$ cat src/rtl/regbus_pkg.sv
// regbus_pkg: shared widths, arbiter FSM encoding and register address map
// for the internal GPIO/UART register bus.
package regbus_pkg;

    localparam int REGBUS_ADDR_W = 5;
    localparam int REGBUS_DATA_W = 8;

    typedef enum logic [1:0] {
        ST_IDLE  = 2'd0,
        ST_ISSUE = 2'd1,
        ST_WAIT  = 2'd2,
        ST_DONE  = 2'd3
    } state_t;

    // Register file map shared by the front-ends and the register file
    localparam logic [REGBUS_ADDR_W-1:0] GPA_OE    = 5'h00;
    localparam logic [REGBUS_ADDR_W-1:0] GPA_ODATA = 5'h01;
    localparam logic [REGBUS_ADDR_W-1:0] GPA_IDATA = 5'h02;
    localparam logic [REGBUS_ADDR_W-1:0] GPB_OE    = 5'h04;
    localparam logic [REGBUS_ADDR_W-1:0] GPB_ODATA = 5'h05;
    localparam logic [REGBUS_ADDR_W-1:0] GPB_IDATA = 5'h06;
    localparam logic [REGBUS_ADDR_W-1:0] GPC_OE    = 5'h08;
    localparam logic [REGBUS_ADDR_W-1:0] GPC_ODATA = 5'h09;
    localparam logic [REGBUS_ADDR_W-1:0] GPC_IDATA = 5'h0A;
    localparam logic [REGBUS_ADDR_W-1:0] UART_CTRL = 5'h17;
    localparam logic [REGBUS_ADDR_W-1:0] UART_DATA = 5'h18;
    localparam logic [REGBUS_ADDR_W-1:0] UART_STAT = 5'h19;
    localparam logic [REGBUS_ADDR_W-1:0] GPZ_IDATA = 5'h1E;

endpackage

$ cat src/rtl/regbus_arbiter_if.sv
// regbus_arbiter_if: requester handshake plus register-file strobe signals around regbus_arbiter.
interface regbus_arbiter_if #(
    parameter int NREQ   = 2,
    parameter int ADDR_W = regbus_pkg::REGBUS_ADDR_W,
    parameter int DATA_W = regbus_pkg::REGBUS_DATA_W
);

    logic [NREQ-1:0]        req;
    logic [NREQ-1:0]        we;
    logic [NREQ*ADDR_W-1:0] addr;
    logic [NREQ*DATA_W-1:0] wdata;
    logic [NREQ-1:0]        gnt;
    logic [NREQ-1:0]        done;
    logic [DATA_W-1:0]      rdata;
    logic                   busy;
    logic                   bus_cs;
    logic                   bus_we;
    logic [ADDR_W-1:0]      bus_addr;
    logic [DATA_W-1:0]      bus_wdata;
    logic [DATA_W-1:0]      bus_rdata;

    modport slave (
        input  req, we, addr, wdata, bus_rdata,
        output gnt, done, rdata, busy, bus_cs, bus_we, bus_addr, bus_wdata
    );

    modport master (
        output req, we, addr, wdata, bus_rdata,
        input  gnt, done, rdata, busy, bus_cs, bus_we, bus_addr, bus_wdata
    );

endinterface

$ cat src/rtl/regbus_arbiter_rr_picker.sv
// rr_picker: combinational one-hot winner select, round robin after rr_ptr,
// or lowest-index-wins when built with REGBUS_FIXED_PRIO_EN.
module rr_picker #(
    parameter int NREQ = 2,
    parameter int PW   = $clog2(NREQ)
) (
    input  logic [NREQ-1:0] req,
    input  logic [PW-1:0]   rr_ptr,
    output logic [NREQ-1:0] win,
    output logic [PW-1:0]   win_idx,
    output logic            any
);

    assign any = |req;
    assign win = any ? NREQ'(1) << win_idx : '0;

`ifdef REGBUS_FIXED_PRIO_EN
    logic unused_ptr;
    assign unused_ptr = ^rr_ptr;
    always_comb begin
        win_idx = '0;
        for (int k = NREQ - 1; k >= 0; k--)
            if (req[k]) win_idx = PW'(k);
    end
`else
    logic [PW-1:0] idx;
    // Descending scan so the candidate nearest rr_ptr+1 is written last and wins
    always_comb begin
        win_idx = '0;
        idx = '0;
        for (int k = NREQ; k >= 1; k--) begin
            idx = PW'((int'(rr_ptr) + k) % NREQ);
            if (req[idx]) win_idx = idx;
        end
    end
`endif

endmodule

$ cat src/rtl/regbus_arbiter.sv
// regbus_arbiter: arbitrates the GPIO register bus among NREQ requesters with a fixed read latency.
// Define REGBUS_FIXED_PRIO_EN for lowest-index priority instead of round robin.
module regbus_arbiter #(
    parameter int NREQ   = 2,
    parameter int ADDR_W = regbus_pkg::REGBUS_ADDR_W,
    parameter int DATA_W = regbus_pkg::REGBUS_DATA_W,
    parameter int RD_LAT = 1
) (
    input logic             osc_clk,
    input logic             rst_n,
    regbus_arbiter_if.slave bus
);

    import regbus_pkg::*;

    localparam int PW = $clog2(NREQ);

    state_t            state;
    logic [PW-1:0]     rr_ptr;
    logic [PW-1:0]     cur;
    logic [PW-1:0]     win_idx;
    logic [NREQ-1:0]   win;
    logic              any;
    logic [1:0]        cnt;
    logic [ADDR_W-1:0] addr_a  [NREQ];
    logic [DATA_W-1:0] wdata_a [NREQ];

    for (genvar i = 0; i < NREQ; i++) begin : g_unpack
        assign addr_a[i]  = bus.addr[i*ADDR_W +: ADDR_W];
        assign wdata_a[i] = bus.wdata[i*DATA_W +: DATA_W];
    end

    rr_picker #(.NREQ(NREQ)) u_pick (
        .req     (bus.req),
        .rr_ptr  (rr_ptr),
        .win     (win),
        .win_idx (win_idx),
        .any     (any)
    );

    // Requester fields are latched at selection so later changes cannot disturb the access
    always_ff @(posedge osc_clk or negedge rst_n) begin
        if (!rst_n) begin
            state         <= ST_IDLE;
            rr_ptr        <= PW'(NREQ - 1);
            cur           <= '0;
            cnt           <= '0;
            bus.gnt       <= '0;
            bus.done      <= '0;
            bus.rdata     <= '0;
            bus.busy      <= 1'b0;
            bus.bus_cs    <= 1'b0;
            bus.bus_we    <= 1'b0;
            bus.bus_addr  <= '0;
            bus.bus_wdata <= '0;
        end else begin
            bus.gnt    <= '0;
            bus.done   <= '0;
            bus.bus_cs <= 1'b0;
            case (state)
                ST_IDLE: if (any) begin
                    state         <= ST_ISSUE;
                    cur           <= win_idx;
`ifndef REGBUS_FIXED_PRIO_EN
                    rr_ptr        <= win_idx;
`endif
                    bus.gnt       <= win;
                    bus.busy      <= 1'b1;
                    bus.bus_cs    <= 1'b1;
                    bus.bus_we    <= bus.we[win_idx];
                    bus.bus_addr  <= addr_a[win_idx];
                    bus.bus_wdata <= wdata_a[win_idx];
                end
                ST_ISSUE: if (bus.bus_we) begin
                    state    <= ST_DONE;
                    bus.done <= NREQ'(1) << cur;
                end else begin
                    state <= ST_WAIT;
                    cnt   <= 2'(RD_LAT - 1);
                end
                ST_WAIT: if (cnt == 2'd0) begin
                    state     <= ST_DONE;
                    bus.rdata <= bus.bus_rdata;
                    bus.done  <= NREQ'(1) << cur;
                end else begin
                    cnt <= cnt - 2'd1;
                end
                default: begin
                    state    <= ST_IDLE;
                    bus.busy <= 1'b0;
                end
            endcase
        end
    end

endmodule

$ cat src/flat_wrapper.sv
// flat-port wrapper written by rule: the top's interface ports become plain ports
module regbus_arbiter_flat import regbus_pkg::*;
#(
    parameter int NREQ   = 2,
    parameter int ADDR_W = regbus_pkg::REGBUS_ADDR_W,
    parameter int DATA_W = regbus_pkg::REGBUS_DATA_W,
    parameter int RD_LAT = 1
)
  (osc_clk, rst_n, bus_req, bus_we, bus_addr, bus_wdata, bus_bus_rdata, bus_gnt, bus_done, bus_rdata, bus_busy, bus_bus_cs, bus_bus_we, bus_bus_addr, bus_bus_wdata);
  regbus_arbiter_if #(.NREQ(NREQ), .ADDR_W(ADDR_W), .DATA_W(DATA_W)) bus_i ();
  input logic osc_clk;
  input logic rst_n;
  input wire logic [$bits(bus_i.req)-1:0] bus_req;
  input wire logic [$bits(bus_i.we)-1:0] bus_we;
  input wire logic [$bits(bus_i.addr)-1:0] bus_addr;
  input wire logic [$bits(bus_i.wdata)-1:0] bus_wdata;
  input wire logic [$bits(bus_i.bus_rdata)-1:0] bus_bus_rdata;
  output wire logic [$bits(bus_i.gnt)-1:0] bus_gnt;
  output wire logic [$bits(bus_i.done)-1:0] bus_done;
  output wire logic [$bits(bus_i.rdata)-1:0] bus_rdata;
  output wire logic [$bits(bus_i.busy)-1:0] bus_busy;
  output wire logic [$bits(bus_i.bus_cs)-1:0] bus_bus_cs;
  output wire logic [$bits(bus_i.bus_we)-1:0] bus_bus_we;
  output wire logic [$bits(bus_i.bus_addr)-1:0] bus_bus_addr;
  output wire logic [$bits(bus_i.bus_wdata)-1:0] bus_bus_wdata;
  assign bus_i.req = bus_req;
  assign bus_i.we = bus_we;
  assign bus_i.addr = bus_addr;
  assign bus_i.wdata = bus_wdata;
  assign bus_i.bus_rdata = bus_bus_rdata;
  assign bus_gnt = bus_i.gnt;
  assign bus_done = bus_i.done;
  assign bus_rdata = bus_i.rdata;
  assign bus_busy = bus_i.busy;
  assign bus_bus_cs = bus_i.bus_cs;
  assign bus_bus_we = bus_i.bus_we;
  assign bus_bus_addr = bus_i.bus_addr;
  assign bus_bus_wdata = bus_i.bus_wdata;
  regbus_arbiter #(.NREQ(NREQ), .ADDR_W(ADDR_W), .DATA_W(DATA_W), .RD_LAT(RD_LAT)) u_core (.osc_clk(osc_clk), .rst_n(rst_n), .bus(bus_i));
endmodule
$ cat config.mk
export PLATFORM = sky130hd
export DESIGN_NAME = regbus_arbiter_flat
export DESIGN_NICKNAME = d
export VERILOG_FILES = /design/src/rtl/regbus_pkg.sv /design/src/rtl/regbus_arbiter_if.sv /design/src/rtl/regbus_arbiter_rr_picker.sv /design/src/rtl/regbus_arbiter.sv /design/src/flat_wrapper.sv
export SDC_FILE = /design/constraint.sdc
export NUM_CORES = 1
export LEC_CHECK = 0
export CAP_MARGIN = 20
export CORE_ASPECT_RATIO = 1.25
export CORE_MARGIN = 2
export CORE_UTILIZATION = 37
export DETAILED_ROUTE_END_ITERATION = 7
export PLACE_DENSITY_LB_ADDON = 0.1
export REMOVE_ABC_BUFFERS = 1
export SLEW_MARGIN = 20
export SYNTH_ARGS = -nofsm -noshare
export SYNTH_HDL_FRONTEND = slang
export SYNTH_SLANG_ARGS = --single-unit
$ cat constraint.sdc
create_clock -name osc_clk -period 1.36 [get_ports osc_clk]
set_input_delay 0.408 -clock osc_clk [delete_from_list [all_inputs] [get_ports osc_clk]]
set_output_delay 0.408 -clock osc_clk [all_outputs]
set_load 0.01 [all_outputs]
### Word level (Yosys, flattened, before mapping)

Index checks and enable logic that the tools add are counted.

| storage, ports and cells | value |
|---|---|
| output and inout port bits | 28 |
| register bits after elaboration | 34 |
| bits of input ports | 40 |

| cells by class | value |
|---|---|
| shift-type cells | 2 |
| equality and inequality tests | 6 |
| reduce and logical (&&, ||, !) cells | 10 |
| order comparisons | 4 |
| bitwise gates (word level) | 2 |
| add/sub/neg operators | 3 |
| mux-type cells | 30 |

Operator list:

| kind | number |
|---|---|
| 8-bit 2-to-1 mux | 3 |
| 2-bit 2-to-1 mux | 8 |
| 5-bit 2-to-1 mux | 3 |
| 1-bit 2-to-1 mux | 12 |
| 2-bit one-hot mux with 2 select lines | 2 |
| 2-bit AND reduction | 4 |
| 1-bit by 2-bit less-than comparator with 1-bit output, second input constant | 3 |
| 2-bit one-hot mux with 3 select lines | 1 |
| 2-bit zero test | 2 |
| 2-bit by 1-bit inequality test with 1-bit output, second input constant | 2 |
| 2-bit inequality test, second input constant | 2 |
| 2-bit OR reduction | 2 |
| 1-bit by 1-bit left shift with 2-bit output, first input constant | 2 |
| 3-bit AND reduction | 1 |
| 1-bit adder, second input constant | 2 |
| 2-bit by 1-bit == test with 1-bit output, second input constant | 1 |
| 2-bit == test, second input constant | 1 |
| 2-bit greater-or-equal comparator, second input constant | 1 |
| 1-bit NOT with 2-bit output | 1 |
| 1-bit one-hot mux with 2 select lines | 1 |
| 2-bit nonzero test | 1 |
| 2-bit by 1-bit subtractor with 2-bit output, second input constant | 1 |
| 1-bit NOT | 1 |

### Logic depth before layout (Yosys ltp)

| depth | value |
|---|---|
| word-level depth | 9 |
| gate-level depth with buffers | 7 |

### Hierarchy

Synthesis repeated with hierarchy kept, for this count alone.

| second synthesis, totals | value |
|---|---|
| cells, all modules | 135 |
| area total of the unflattened synthesis | 1675.4 µm² |

Modules (own cells, without submodules):

| module | area each (µm²) | cells each | sequential area each (µm²) | times used |
|---|---|---|---|---|
| regbus_arbiter | 1642.8 | 130 | 852.1 | 1 |
| rr_picker | 32.5 | 5 | 0.0 | 1 |

### Worst setup path after synthesis

OpenSTA, ideal clock, no wires.

| timing | value |
|---|---|
| path type | reg2reg |
| from | reg u_core.state[0] |
| to | reg u_core.state[0] |
| setup slack | -0.056 ns |
| period minus slack after synthesis | 1.416 ns |
| data arrival time | 1.292 ns |
| setup time | 0.125 ns |
| stages on the path, launching flop included | 6 |
| path buffers | 0 |
| data required time | 1.235 ns |
| cell sequence | dfrtp_1 inv_1 ha_1 nor2b_1 a21oi_1 mux2_2 |

| on the way | value |
|---|---|
| longest elaborated chain between the ends | 3 |
| elaborated cells between the ends (all ways) | 7 |
| classes of those cells | 4 x eq/ne; 1 x mux; 2 x reduce/logical |

RTL lines:

| item | RTL line | RTL |
|---|---|---|
| from (decl) | regbus_arbiter.sv:18 | `state_t state;` |
| from (signal assigned) | regbus_arbiter.sv:44 | `state <= ST_IDLE;` |
| from (signal assigned) | regbus_arbiter.sv:62 | `state <= ST_ISSUE;` |
| from (signal assigned) | regbus_arbiter.sv:75 | `state <= ST_DONE;` |
| 2-bit == test / 2-bit zero test (equally long branches) | regbus_arbiter.sv:60 | `case (state)` |
| 2-bit by 1-bit inequality test with 1-bit output (no source line) | -- |  |
| 2-bit AND reduction (no source line) | -- |  |

Parallel ways exist; a longest one is shown, timed or not.
A chain may end at the register's enable or synchronous reset.

### Worst setup path after layout

| timing | value |
|---|---|
| from | reg u_core.state[1] |
| to | reg u_core.state[1] |

Same word-level chain as after synthesis.

==> results.yml <==
floorplan:
  core_um2: 4030
  num_io_pins: 68
  start_util_pct: 38.0
  num_rows: 26
  die_area_um2: 4680
  die_h_um: 76.0
  die_x_um: 61.6
timing:
  report.final.slew_viol_count: 0
  period_minus_slack_ns: 1.36
  tightest_slew_ns: 0.302
  max_freq_mhz: 736
  setup_viol: 0
  fin_crit_sh_pct: 100
  rsz0062_at_grt: "yes"
  finalHoldViolCount: 0
  worst_clock_skew_ns: 0.00498
  slew_headroom_pct: 79.8
placed_design:
  place_congestion: 0.708
  place_hpwl_um: 2950
  io_buffers: 67
  dpl_cell_area_um2: 2370
  dp.cells: 277
clock_network:
  cts_tree: "done"
  numCtsBuffers: 5
  h-tree-depth: 2
  cts_root_buf: "clkbuf_8"
  clkSinkCount: 34
  cts_hold_buf: 0
  cts_buffer_depth: 2
  clk-insertion-delay-late_ns: 0.29
  clkTransAtPathRegs_ns: 0.07
global_route:
  grt_max_degree: 35
  grt_pass1_vias: 1454
  grt-ovfl-total: 0
  track_usage_pct: 18.1
  grt_pass1_wl_um: 6280
  antenna_found_initial: 0
finish:
  stdcell_area_um2: 2580
  multiInputGateArea_um2: 727
  final_cell_mix: "clkdlybuf4s50_1 (37), dfrtp_1 (32), a21oi_1 (26), clkdlybuf4s15_1 (23)"
  area_growth_pct: 68.4
  nFillCells: 373
  final_common_cell: "clkdlybuf4s50_1"
  num_antenna_cells: 0
  fin_util_pct: 64.0
  stdcell_count: 287
  final_layout_size_suffix_gt1_share_pct: 27.3
  nets: 277
  seqCellArea_um2: 853
logic_synthesis:
  syn_area_um2: 1530
  netlist_instances: 143
  yosysSeqAreaShare_pct: 55.6
  yosysWarnings: 0
  synth.avg_cell_area_um2: 10.7
  synth.distinct_cells: 26
  ys_ff_latch: 34
setup_path:
  cp_data_required_time_ns: 1.53
  critPathCaptureType: "flop"
  reg2reg_depth: 4
  cp-startpoint: "u_core.state[1]"
  worstPathArrival_ns: 1.53
  r2r-start: "u_core.state[1]"
  cp_max_fo: 4
  cp-start-kind: "flop"
  reg2reg_slack_ns: 0.0004
  reg2reg_to: "u_core.state[1]"
  worstSetupPathType: "flop to flop"
hold_path:
  hold_start: "bus_req[0]"
  hold_class: "input port to flop"
  hold_depth: 3
  min_to: "u_core.rr_ptr"
detailed_routing:
  viasPerCell: 4.70
  wire_per_inst_um: 13.8
  drc: 0
  first_iter_violations: 35
  ant_nets: 0
  drt_wl_total_um: 3970
  dr_total_vias: 1350
  dr.pass1.iters: 4
power:
  total_power_mw: 5.31
  p_leak_nw: 1.15
  peakVddDrop_v: 0.000961
  p_per_area_nw_per_um2: 2060
outcome:
  status: "completed"
run:
  maxCapViolations: 0
==> power breakdown <==
part / leakage (nW) / total [mW] / switching, mW / internal (mW)
sequential: 0.402 / 1.78 / 0.287 / 1.49
clock: 0.0482 / 0.764 / 0.356 / 0.408
combinational: 0.695 / 2.76 / 1.26 / 1.50
total: 1.15 / 5.31 / 1.90 / 3.41
==> through the flow <==
step	hold slack (ns)	setup WS, ns	TNS, ns
floorplan	0.112	-0.0564	-0.706
global placement	0.461	-0.310	-5.24
detailed placement	0.487	-0.355	-6.03
CTS	0.493	-0.0304	-0.0352
global route	0.489	-0.0348	-0.117
finish	0.474	0.000397	0
==> state kept, by name, summed over array words and instances, names as in the netlist <==
signal	flops
u_core.bus.bus_cs	1
u_core.bus.done	2
u_core.state	2
u_core.rr_ptr	1
u_core.bus.bus_addr	5
u_core.bus.rdata	8
u_core.bus.bus_we	1
u_core.cnt	2
u_core.bus.gnt	2
u_core.cur	1
u_core.bus.bus_wdata	8
u_core.bus.busy	1
==> cells in the mapped netlist <==
cell      number  share of area, %
ha_1           7               5.7
o21ai_2        1              0.57
a21bo_2        1              0.65
inv_2          1              0.24
o22ai_1        1              0.41
nor2_2         1              0.41
mux2i_1        1              0.65
buf_4          1              0.49
a21boi_4       1               1.2
nand4b_1       1              0.57
nor2_1        17               4.2
nand2_1       19               4.7
o22a_1         1              0.57
and2_1         1              0.41
nand2b_1       1              0.41
nor2b_1        1              0.41
inv_1          4              0.98
buf_6          3               2.2
a21o_1         1              0.49
dfstp_2        1               1.7
dfrtp_1       33                54
a21oi_2        1              0.57
and3_1         1              0.41
mux2_2        10               7.3
a31oi_1        1              0.41
a21oi_1       32                10
==> worst max-delay path, cell delays in order (launching register included) <==
cell and delay, ns:
dfrtp_2 0.47, ha_4 0.18, nor2b_4 0.13, a21oi_4 0.15, mux2_4 0.32
==> per-layer routing <==
metal / share of wire [%] / wire length (um) / track usage, %
met4: 1.6 / 63 / 7.45
met5: 0 / 0 / 0
met1: 38 / 1520 / 18.6
met3: 7.0 / 277 / 6.83
met2: 53 / 2110 / 31.2
==> final cells by class <==
type	instances	area share [%]
clock buffer	7	3.34
clock inverter	1	0.194
inverter	5	0.921
multi-input combinational	100	28.2
sequential	34	33.1
tap	56	2.71
timing repair buffer	84	31.6
==> worst max-delay path by stage <==
| stage | endpoint | slack, ns | cells after the start |
|---|---|---|---|
| CTS | u_core.bus.bus_addr[0] | -0.03 | 6 |
| detailed placement | u_core.state[1] | -0.35 | 4 |
| finish | u_core.state[1] | 0.0004 | 4 |
| global placement | u_core.state[0] | -0.31 | 4 |
| floorplan | u_core.state[0] | -0.06 | 5 |
| global route | u_core.state[1] | -0.03 | 4 |
==> logic make-up (layout without fill, tap and decap cells) <==
group	after synthesis	count (layout)	synth area share [%]
DFF	34	34	55.6
and+or+nand+nor	42	42	11.4
adders and majority gates	7	7	5.71
muxes	11	11	8.00
buffers and inverters	9	97	3.92
AOI/OAI and AO/OA	40	40	15.3
==> repair_timing <==
action                                  CTS  global route
endpoints found under the setup margin   41            38
setup buffers                             1             0
resized for setup                        59            37
cloned                                    0             1
pin swaps                                 0             7
(Power assumes the default switching activity.)
